$ cat src/rtl/i2c_byte_tx_pkg.sv
// Shared types and defaults for the I2C byte write engine.
`timescale 1ns/1ps
package i2c_pkg;

  localparam int unsigned CLK_DIV_DEFAULT = 250;

  typedef enum logic [2:0] {
    IDLE,
    START,
    DATA,
    ACK,
    STOP,
    HOLD
  } state_t;

  typedef logic [1:0] phase_t;

  // Levels presented to SCL and to the three inputs of the downstream SDA mux.
  typedef struct packed {
    logic scl;
    logic ctrl;
    logic sel;
    logic shift;
  } bus_drv_t;

  // Bus levels for a given state and quarter phase; msb is the bit being sent.
  function automatic bus_drv_t bus_drive(state_t st, phase_t ph, logic msb);
    bus_drv_t d;
    d.scl   = 1'b1;
    d.ctrl  = 1'b1;
    d.sel   = 1'b1;
    d.shift = 1'b1;
    case (st)
      START: begin
        d.scl  = ~ph[1];
        d.ctrl = (ph == 2'd0);
      end
      DATA: begin
        d.sel   = 1'b0;
        d.scl   = ph[1];
        d.shift = msb;
      end
      ACK: begin
        d.sel = 1'b0;
        d.scl = ph[1];
      end
      STOP: begin
        d.scl  = ph[1];
        d.ctrl = (ph == 2'd3);
      end
      HOLD: begin
        d.scl  = 1'b0;
        d.ctrl = 1'b0;
      end
      default: ;
    endcase
    return d;
  endfunction

endpackage

$ cat src/rtl/i2c_byte_tx_if.sv
// Request/status and bus-level signals of the I2C byte write engine.
`timescale 1ns/1ps
interface i2c_byte_tx_if;
  logic       start;
  logic [7:0] tx_byte;
  logic       stop_after;
  logic       stop_req;
  logic       sda_in;
  logic       scl_out;
  logic       sda_shift;
  logic       sda_ctrl;
  logic       sda_sel;
  logic       busy;
  logic       done;
  logic       ack_err;

  // Controller side: issues requests, supplies the pad level.
  modport master (
    output start, tx_byte, stop_after, stop_req, sda_in,
    input  scl_out, sda_shift, sda_ctrl, sda_sel, busy, done, ack_err
  );

  // Engine side.
  modport slave (
    input  start, tx_byte, stop_after, stop_req, sda_in,
    output scl_out, sda_shift, sda_ctrl, sda_sel, busy, done, ack_err
  );
endinterface

$ cat src/rtl/i2c_quarter_tick.sv
// Quarter-SCL-period tick generator; counter idles at zero while run is low.
`timescale 1ns/1ps
module i2c_quarter_tick
  import i2c_pkg::*;
#(
  parameter int unsigned CLK_DIV = CLK_DIV_DEFAULT
) (
  input  logic clk,
  input  logic rst_n,
  input  logic run,
  output logic tick
);

  localparam int unsigned     CNT_W   = $clog2(CLK_DIV);
  localparam logic [CNT_W-1:0] CNT_MAX = CNT_W'(CLK_DIV - 1);

  logic [CNT_W-1:0] cnt_q, cnt_d;

  // Tick on the last count of each quarter; wrap or clear otherwise.
  always_comb begin
    tick  = run && (cnt_q == CNT_MAX);
    cnt_d = '0;
    if (run && !tick) cnt_d = cnt_q + CNT_W'(1);
  end

  // Counter register.
  always_ff @(posedge clk or negedge rst_n) begin
    if (!rst_n) cnt_q <= '0;
    else        cnt_q <= cnt_d;
  end

endmodule

$ cat src/rtl/i2c_byte_tx.sv
// I2C master byte write engine: START/STOP generation, MSB-first shift, ACK sample.
`timescale 1ns/1ps
module i2c_byte_tx
  import i2c_pkg::*;
#(
  parameter int unsigned CLK_DIV = CLK_DIV_DEFAULT
) (
  input  logic         clk,
  input  logic         rst_n,
  i2c_byte_tx_if.slave bus
);

  state_t     state_q, state_d;
  phase_t     phase_q, phase_d;
  logic [7:0] shreg_q, shreg_d;
  logic [2:0] bitcnt_q, bitcnt_d;
  logic       stop_after_q, stop_after_d;
  logic       ack_err_q, ack_err_d;
  logic       done_q, done_d;
  logic       busy_q, busy_d;
  logic       scl_q, ctrl_q, sel_q, shift_q;
  bus_drv_t   drv;
  logic       run;
  logic       tick;

  assign run = (state_q != IDLE) && (state_q != HOLD);

  i2c_quarter_tick #(.CLK_DIV(CLK_DIV)) u_tick (
    .clk   (clk),
    .rst_n (rst_n),
    .run   (run),
    .tick  (tick)
  );

  // Next-state logic; bus levels are derived from the next state so every
  // output is a register and changes exactly at the quarter boundary.
  always_comb begin
    state_d      = state_q;
    phase_d      = phase_q;
    shreg_d      = shreg_q;
    bitcnt_d     = bitcnt_q;
    stop_after_d = stop_after_q;
    ack_err_d    = ack_err_q;
    done_d       = 1'b0;
    case (state_q)
      IDLE: begin
        if (bus.start) begin
          shreg_d      = bus.tx_byte;
          stop_after_d = bus.stop_after;
          ack_err_d    = 1'b0;
          phase_d      = '0;
          state_d      = START;
        end
      end
      START: begin
        if (tick) begin
          phase_d = phase_q + 2'd1;
          if (phase_q == 2'd3) begin
            state_d  = DATA;
            bitcnt_d = 3'd7;
          end
        end
      end
      DATA: begin
        if (tick) begin
          phase_d = phase_q + 2'd1;
          if (phase_q == 2'd3) begin
            shreg_d = {shreg_q[6:0], 1'b0};
            if (bitcnt_q == 3'd0) state_d = ACK;
            else                  bitcnt_d = bitcnt_q - 3'd1;
          end
        end
      end
      ACK: begin
        if (tick) begin
          phase_d = phase_q + 2'd1;
          if (phase_q == 2'd2) ack_err_d = bus.sda_in;
          if (phase_q == 2'd3) begin
            if (stop_after_q) begin
              state_d = STOP;
            end else begin
              state_d = HOLD;
              done_d  = 1'b1;
            end
          end
        end
      end
      STOP: begin
        if (tick) begin
          phase_d = phase_q + 2'd1;
          if (phase_q == 2'd3) begin
            state_d = IDLE;
            done_d  = 1'b1;
          end
        end
      end
      HOLD: begin
        if (bus.start) begin
          shreg_d      = bus.tx_byte;
          stop_after_d = bus.stop_after;
          ack_err_d    = 1'b0;
          bitcnt_d     = 3'd7;
          phase_d      = '0;
          state_d      = DATA;
        end else if (bus.stop_req) begin
          phase_d = '0;
          state_d = STOP;
        end
      end
      default: state_d = IDLE;
    endcase
    drv    = bus_drive(state_d, phase_d, shreg_d[7]);
    busy_d = (state_d != IDLE) && (state_d != HOLD);
  end

  // FSM, datapath and registered bus outputs.
  always_ff @(posedge clk or negedge rst_n) begin
    if (!rst_n) begin
      state_q      <= IDLE;
      phase_q      <= '0;
      shreg_q      <= '0;
      bitcnt_q     <= '0;
      stop_after_q <= 1'b0;
      ack_err_q    <= 1'b0;
      done_q       <= 1'b0;
      busy_q       <= 1'b0;
      scl_q        <= 1'b1;
      ctrl_q       <= 1'b1;
      sel_q        <= 1'b1;
      shift_q      <= 1'b1;
    end else begin
      state_q      <= state_d;
      phase_q      <= phase_d;
      shreg_q      <= shreg_d;
      bitcnt_q     <= bitcnt_d;
      stop_after_q <= stop_after_d;
      ack_err_q    <= ack_err_d;
      done_q       <= done_d;
      busy_q       <= busy_d;
      scl_q        <= drv.scl;
      ctrl_q       <= drv.ctrl;
      sel_q        <= drv.sel;
      shift_q      <= drv.shift;
    end
  end

  assign bus.scl_out   = scl_q;
  assign bus.sda_ctrl  = ctrl_q;
  assign bus.sda_sel   = sel_q;
  assign bus.sda_shift = shift_q;
  assign bus.busy      = busy_q;
  assign bus.done      = done_q;
  assign bus.ack_err   = ack_err_q;

endmodule
$ cat src/flat_wrapper.sv
// flat-port wrapper written by rule: the top's interface ports become plain ports
module i2c_byte_tx_flat import i2c_pkg::*;
#(
  parameter int unsigned CLK_DIV = CLK_DIV_DEFAULT
)
  (clk, rst_n, bus_start, bus_tx_byte, bus_stop_after, bus_stop_req, bus_sda_in, bus_scl_out, bus_sda_shift, bus_sda_ctrl, bus_sda_sel, bus_busy, bus_done, bus_ack_err);
  i2c_byte_tx_if bus_i ();
  input  logic clk;
  input  logic rst_n;
  input wire logic [$bits(bus_i.start)-1:0] bus_start;
  input wire logic [$bits(bus_i.tx_byte)-1:0] bus_tx_byte;
  input wire logic [$bits(bus_i.stop_after)-1:0] bus_stop_after;
  input wire logic [$bits(bus_i.stop_req)-1:0] bus_stop_req;
  input wire logic [$bits(bus_i.sda_in)-1:0] bus_sda_in;
  output wire logic [$bits(bus_i.scl_out)-1:0] bus_scl_out;
  output wire logic [$bits(bus_i.sda_shift)-1:0] bus_sda_shift;
  output wire logic [$bits(bus_i.sda_ctrl)-1:0] bus_sda_ctrl;
  output wire logic [$bits(bus_i.sda_sel)-1:0] bus_sda_sel;
  output wire logic [$bits(bus_i.busy)-1:0] bus_busy;
  output wire logic [$bits(bus_i.done)-1:0] bus_done;
  output wire logic [$bits(bus_i.ack_err)-1:0] bus_ack_err;
  assign bus_i.start = bus_start;
  assign bus_i.tx_byte = bus_tx_byte;
  assign bus_i.stop_after = bus_stop_after;
  assign bus_i.stop_req = bus_stop_req;
  assign bus_i.sda_in = bus_sda_in;
  assign bus_scl_out = bus_i.scl_out;
  assign bus_sda_shift = bus_i.sda_shift;
  assign bus_sda_ctrl = bus_i.sda_ctrl;
  assign bus_sda_sel = bus_i.sda_sel;
  assign bus_busy = bus_i.busy;
  assign bus_done = bus_i.done;
  assign bus_ack_err = bus_i.ack_err;
  i2c_byte_tx #(.CLK_DIV(CLK_DIV)) u_core (.clk(clk), .rst_n(rst_n), .bus(bus_i));
endmodule
$ cat config.mk
export PLATFORM = sky130hd
export DESIGN_NAME = i2c_byte_tx_flat
export DESIGN_NICKNAME = d
export VERILOG_FILES = /design/src/rtl/i2c_byte_tx_pkg.sv /design/src/rtl/i2c_byte_tx_if.sv /design/src/rtl/i2c_quarter_tick.sv /design/src/rtl/i2c_byte_tx.sv /design/src/flat_wrapper.sv
export SDC_FILE = /design/constraint.sdc
export NUM_CORES = 1
export LEC_CHECK = 0
export CAP_MARGIN = 5
export CORE_ASPECT_RATIO = 1.4
export CORE_UTILIZATION = 40
export CTS_CLUSTER_SIZE = 14
export DETAILED_ROUTE_END_ITERATION = 6
export PLACE_DENSITY = 0.63
export SYNTH_ARGS = -nofsm -noshare
export SYNTH_HDL_FRONTEND = slang
export SYNTH_SLANG_ARGS = --single-unit
$ cat constraint.sdc
create_clock -name clk -period 2.09 [get_ports clk]
set_input_delay 0.3135 -clock clk [delete_from_list [all_inputs] [get_ports clk]]
set_output_delay 0.3135 -clock clk [all_outputs]
set_load 0.005 [all_outputs]
==> out/qor.yml, run 1 <==
result_of_the_run: "complete, no violations"
finalWeightedCongestion: 0.873
reg2reg_slack_ns: 0.15
n_antenna_cell: 0
path_clk_slew_ns: 0.07
hold_slack_ns: 0.440
timing_hold_violations_final: 0
timing.rr.end: "u_core.bus.sda_shift"
top_level_port_count: 21
clk_latency_ns: 0.27
clk_path_buf_depth: 2
groute.usage.overall: 0.157
holdBufCountCts: 0
timing.final.crit_share: 0.926
final.fill_count: 365
stdcell_area_um2: 2010
yosys.area.top_type: "dfrtp_1"
numClockSinks: 32
die_footprint_um2: 4390
die_h_um: 78
route.antenna.remaining_nets: 0
grt_max_degree: 33
row_count: 27
async_reset_ff_frac: 1.00
tritoncts: "done"
initial_utilization: 0.418
cap_viol_max_count: 0
yosys_register_bits: 32
launch_instance_of_the_worst_register_to_register_path: "u_core.u_tick.cnt_q[1]"
peakVddDrop_mv: 0.484
crit_path_start_kind: "flop"
via_count: 1234
areaGrowthSynthToFinish_pct: 22.1
criticalPathCategory: "reg2reg"
design.core.area_um2: 3950
slew-limit-headroom: 0.629
avgSynthCellArea_um2: 10.4
synth_nets: 179
leakage_nw: 0.868
end_kind: "flop"
max_freq_mhz: 517
rsz0062_at_grt: "no"
hp-class: "in2async"
p_total_mw: 1.12
antenna_found_initial: 0
post_cts_resize_count: 0
final.setup_skew_ns: 0.00768
cp_max_fo: 5
ctsHtreeMaxLevel: 2
layout-drive-gt1-share: 0.175
detailed_place.area_um2: 1930
layout.cells.most_common: "dfrtp_1"
regArea_um2: 806
post_synth_edffs: 0
synth.yosys.warnings: 0
worst_ep_arrival_time_ns: 2.13
yosysUniqueCellTypes: 47
drt_wl_total_mm: 3.11
synthCells: 159
timing.final.setup_violations: 0
route.detailed.wl_per_inst_um: 13.4
cp.required_ns: 2.28
synthTopCellsByArea: "dfrtp_1 42%, dfstp_2 6.4%, ha_1 4.5%"
post-route-min-period_ns: 1.94
nNetsFinal: 208
synth_top_flop_cell: "dfrtp_1"
sum_of_negative_setup_slack_ns: 0
drc_violations: 0
drt_iter0_drc: 55
post_synth_instance_area_um2: 1650
ys_seq_area_frac: 0.488
cts_buffers: 5
share_of_yosys_cell_area_claimed_by_the_top_area_cell_type: 0.425
io_buffers: 20
routed_via_density: 5.32
dp.final_hpwl_mm: 2.33
worst_pin_slew_ns: 0.553
reg2reg_depth: 7
cts.repair_timing.setup_buffer_count: 0
grt_first_pass_wirelength_mm: 5.23
multi_input_comb_area_um2: 795
root_buf_cell: "clkbuf_8"
grt_pass1_vias: 1182
die_width_um: 56.3
cellPowerDensity_nw_per_um2: 558
layout_common_cells: "28 x dfrtp_1, 20 x clkdlybuf4s50_1, 18 x nand2_1, 18 x nor2_1"
final-max-slew-violation-count: 0
grt-ovfl-total: 0
drt-pass1-iter-count: 4
==> metal layers <==
layer,vias to the layer above,global-route usage,routed length (um)
li1,609,-,-
met1,600,0.183,1300
met2,21,0.267,1690
met3,4,0.0450,85
met4,0,0.0659,36
met5,-,0,0
==> power breakdown <==
| part | internal, mW | switching (mW) | leakage, nW |
|---|---|---|---|
| Sequential | 0.630 | 0.00516 | 0.396 |
| Combinational | 0.0330 | 0.0231 | 0.429 |
| Clock | 0.233 | 0.200 | 0.0422 |
| Total | 0.896 | 0.228 | 0.868 |
==> per-stage QoR <==
step | cells | utilization | setup WS, ns
global placement | 224 | 0.488 | 0.124
detailed placement | 224 | 0.488 | 0.0818
floorplan | 159 | - | 0.305
CTS | 232 | 0.509 | 0.108
global route | 232 | 0.510 | 0.0189
finish | 232 | 0.510 | 0.154
==> final cells by class <==
class | count | area share
Sequential cell | 32 | 0.400
Multi-Input combinational cell | 115 | 0.394
Timing Repair Buffer | 27 | 0.125
Clock buffer | 7 | 0.0379
Tap cell | 43 | 0.0267
Inverter | 7 | 0.0130
Clock inverter | 1 | 0.00248
==> critical path: stages, from the launching register on <==
cell and delay [ns]:
dfrtp_1 0.39, inv_1 0.06, ha_1 0.21, nand4b_4 0.16, nor2_4 0.16, o21ai_1 0.08
a221o_1 0.40, or3_1 0.39
==> cell usage after synthesis (3+ instances only) <==
cell	number
dfrtp_1	28
nor2_1	19
nand2_1	18
a22oi_1	7
inv_1	7
ha_1	6
a21oi_1	5
xor2_1	5
dfstp_2	4
nand3_1	4
o21ai_1	4
xnor2_1	4
buf_2	3
nand2b_1	3
nor2b_1	3
==> worst max-delay path by stage <==
| stage | start | to | cells after the start |
|---|---|---|---|
| 4_1_cts | u_core.state_q[0] | u_core.bus.sda_ctrl | 6 |
| 2_1_floorplan | u_core.u_tick.cnt_q[1] | u_core.bus.sda_shift | 9 |
| 3_5_place_dp | bus_start | u_core.bus.sda_ctrl | 7 |
| 5_1_grt | u_core.state_q[0] | u_core.bus.sda_ctrl | 6 |
| 6_report | u_core.u_tick.cnt_q[1] | u_core.bus.sda_shift | 7 |
| 3_3_place_gp | bus_start | u_core.bus.sda_ctrl | 7 |
==> sequential cells by signal (all words and copies together), names as in the netlist <==
name,flops
u_core.bus.busy,1
u_core.bus.sda_shift,1
u_core.bus.sda_ctrl,1
u_core.bus.done,1
u_core.u_tick.cnt_q,8
u_core.bus.scl_out,1
u_core.phase_q,2
u_core.bitcnt_q,3
u_core.shreg_q,8
u_core.bus.ack_err,1
u_core.stop_after_q,1
u_core.bus.sda_sel,1
u_core.state_q,3
==> kinds of logic (layout without fill, tap and decap cells) <==
family | after synthesis | after routing | synth area share
AO/OA/AOI/OAI | 30 | 30 | 0.130
XOR/XNOR | 9 | 9 | 0.0478
adder cells (fa/ha/maj) | 6 | 6 | 0.0455
buffers and inverters | 12 | 42 | 0.0318
flip-flops | 32 | 32 | 0.488
multiplexers | 2 | 2 | 0.0136
AND/OR/NAND/NOR | 68 | 68 | 0.243
Power figures use the tool's default switching activity.
==> run 2, diff against run 1 <==
--- a/config.mk
+++ b/config.mk
@@ -5,7 +5,7 @@
 export SDC_FILE = /design/constraint.sdc
 export NUM_CORES = 1
 export LEC_CHECK = 0
-export CAP_MARGIN = 5
+export CAP_MARGIN = 30
 export CORE_ASPECT_RATIO = 1.4
 export CORE_UTILIZATION = 40
 export CTS_CLUSTER_SIZE = 14
==> results of run 2 <==
No change in the layout: final DEF, timing and power equal those of run 1.
==> run 3, diff against run 2 <==
--- a/config.mk
+++ b/config.mk
@@ -7,10 +7,10 @@
 export LEC_CHECK = 0
 export CAP_MARGIN = 30
 export CORE_ASPECT_RATIO = 1.4
-export CORE_UTILIZATION = 40
+export CORE_UTILIZATION = 35
 export CTS_CLUSTER_SIZE = 14
 export DETAILED_ROUTE_END_ITERATION = 6
-export PLACE_DENSITY = 0.63
+export PLACE_DENSITY_LB_ADDON = 0.12
 export SYNTH_ARGS = -nofsm -noshare
 export SYNTH_HDL_FRONTEND = slang
 export SYNTH_SLANG_ARGS = --single-unit
==> run 3 against run 2 <==
Against the previous run:
- critical path depth is 1 higher
- sequential cell count is the same
- die area up 14%
- core utilization fell by 5.8 points
- sequential power hardly changed
- critical path type unchanged
- critical endpoint is now u_core.bus.busy
==> out/qor.yml, run 3 (synthesized netlist as in run 1, its figures left out) <==
root_buf_cell: "clkbuf_8"
rsz0062_at_grt: "no"
result_of_the_run: "complete, no violations"
post-route-min-period_ns: 1.95  # +0.0181 ns
die_width_um: 60.0  # +6.7%
clk_path_buf_depth: 2  # unchanged
die_h_um: 83.3  # +6.7%
critPathBufInv: 1  # unchanged
path_clk_slew_ns: 0.06  # about the same
groute.usage.overall: 0.147  # -0.0101
final.setup_skew_ns: 0.00733  # -0.000354 ns
criticalPathCategory: "reg2reg"
top_level_port_count: 21  # unchanged
grt_max_degree: 33  # unchanged
grt_use_met2: 0.244  # -0.0222
sum_of_negative_setup_slack_ns: 0  # unchanged
drc_violations: 0  # unchanged
final.fill_count: 443  # +21%
worst_pin_slew_ns: 0.574  # +0.0204 ns
reg2reg_depth: 8  # +1
timing.critical_path.max_delay_family: "simple AND/OR/NAND/NOR gates"
clk_latency_ns: 0.28  # about the same
launch_instance_of_the_worst_register_to_register_path: "u_core.u_tick.cnt_q[1]"
cts_buffers: 5  # unchanged
layout.cells.most_common: "dfrtp_1"
dp.final_hpwl_mm: 2.38  # +2.2%
nNetsFinal: 208  # unchanged
antenna_found_initial: 0  # unchanged
finalWeightedCongestion: 0.841  # -3.6%
slew-limit-headroom: 0.615  # -0.0137
hp-class: "in2async"
crit_path_start_kind: "flop"
cp_max_fo: 5  # unchanged
placement.setup.worst_slack_ns: 0.0620  # -0.0197 ns
tritoncts: "done"
reg_top3: "u_core.shreg_q: 8 flops, u_core.u_tick.cnt_q: 8 flops"
timing_hold_violations_final: 0  # unchanged
design.core.area_um2: 4540  # +15%
grt-ovfl-total: 0  # unchanged
post_cts_resize_count: 0  # unchanged
crit_path_max_incr_delay_ns: 0.40  # about the same
n_antenna_cell: 0  # unchanged
worst_ep_arrival_time_ns: 2.11  # -0.02 ns
timing.rr.end: "u_core.bus.busy"
route.detailed.wl_per_inst_um: 12.8  # -4.6%
numClockSinks: 32  # unchanged
timing.final.setup_violations: 0  # unchanged
met1_usage: 0.168  # -0.0150
global_route.usage.met3: 0.0452  # +0.000171
grt-busiest-layer: "met2"
grt_first_pass_wirelength_mm: 5.48  # +4.7%
worstPathCellList: "inv_1 -> ha_1 -> nand4b_4 -> nor2_4 -> o21ai_1 -> a221o_1 -> nand2b_1 -> xnor2_1"
drt-pass1-iter-count: 4  # unchanged
critical_path_depth: 8  # +1
max_freq_mhz: 512  # -0.93%
reg2reg_slack_ns: 0.14  # -0.02 ns
row_count: 29  # +7.4%
layout_common_cells: "28 x dfrtp_1, 20 x clkdlybuf4s50_1, 19 x nor2_1, 18 x nand2_1"
peakVddDrop_mv: 0.415  # -14%
cp.required_ns: 2.24  # -0.04 ns
timing.final.crit_share: 0.935  # +0.00868
grt_pass1_vias: 1261  # +6.7%
holdBufCountCts: 0  # unchanged
routed_via_density: 4.94  # -7.1%
layout-drive-gt1-share: 0.180  # +0.00529
end_kind: "flop"
cellPowerDensity_nw_per_um2: 572  # +2.6%
via_count: 1240  # +0.49%
areaGrowthSynthToFinish_pct: 24.0
initial_utilization: 0.364  # -0.0537
final-max-slew-violation-count: 0  # unchanged
leakage_nw: 0.876  # +0.97%
p_total_mw: 1.17  # +4.2%
drt_iter0_drc: 21  # -62%
io_buffers: 20  # unchanged
cap_viol_max_count: 0  # unchanged
die_footprint_um2: 5000  # +14%
route.antenna.remaining_nets: 0  # unchanged
cpMaxStageDelayCell: "dfrtp_1"
ctsHtreeMaxLevel: 2  # unchanged
drt_wl_total_mm: 3.21  # +3.2%
cts.repair_timing.setup_buffer_count: 0  # unchanged
layout_setup_ws_ns: 0.136  # -0.0181 ns
## run 3: cell types whose count changed in the layout (fill, tap and decap cells not counted)
cell,delta
clkinv_2,+1
clkbuf_1,-2
nor2_1,+1
clkbuf_8,+1
nor2_2,-1
## run 3: worst max path at each step
stage,start,slack [ns],to
after floorplan,u_core.u_tick.cnt_q[1],0.31,u_core.bus.sda_shift
after global placement,bus_start,0.06,u_core.bus.sda_ctrl
after detailed placement,bus_start,0.06,u_core.bus.sda_ctrl
after CTS,u_core.u_tick.cnt_q[1],0.12,u_core.bus.busy
after global routing,u_core.u_tick.cnt_q[1],0.009,u_core.bus.busy
final,u_core.u_tick.cnt_q[1],0.14,u_core.bus.busy
## run 3: through the flow
step                      cells  hold slack (ns)   util  cell area (um^2)
after CTS                   249            0.449  0.448              2030
final                       251            0.434  0.451              2050
after global placement      241            0.460  0.428              1940
after detailed placement    241            0.468  0.428              1940
after floorplan             159           0.0179      -              1650
after global routing        251            0.474  0.451              2050
## run 3: final cells by class
class	count	area, um^2	share of cell area
multi-input cells	115	792	0.387
clock inverters	2	10.0	0.00489
inverters	7	26.3	0.0128
well taps	62	77.6	0.0379
flip-flops and latches	32	806	0.394
clock buffers	6	82.6	0.0403
repair buffers	27	253	0.123
## run 3: power by group
part / switching (mW) / internal [mW]
clock: 0.220 / 0.262
combinational: 0.0229 / 0.0318
sequential: 0.00537 / 0.630
total: 0.248 / 0.924
## run 3: worst reg2reg max path: stages, from the launching register on
cell	delay [ns]
dfrtp_1	0.40
inv_1	0.07
ha_1	0.21
nand4b_4	0.17
nor2_4	0.16
o21ai_1	0.09
a221o_1	0.40
nand2b_1	0.19
xnor2_1	0.14
## run 3: routing by layer
layer | routed length, um | vias to the layer above
li1 | - | 608
met1 | 1370 | 603
met2 | 1630 | 22
met3 | 127 | 7
met4 | 85 | 0
met5 | 0 | -
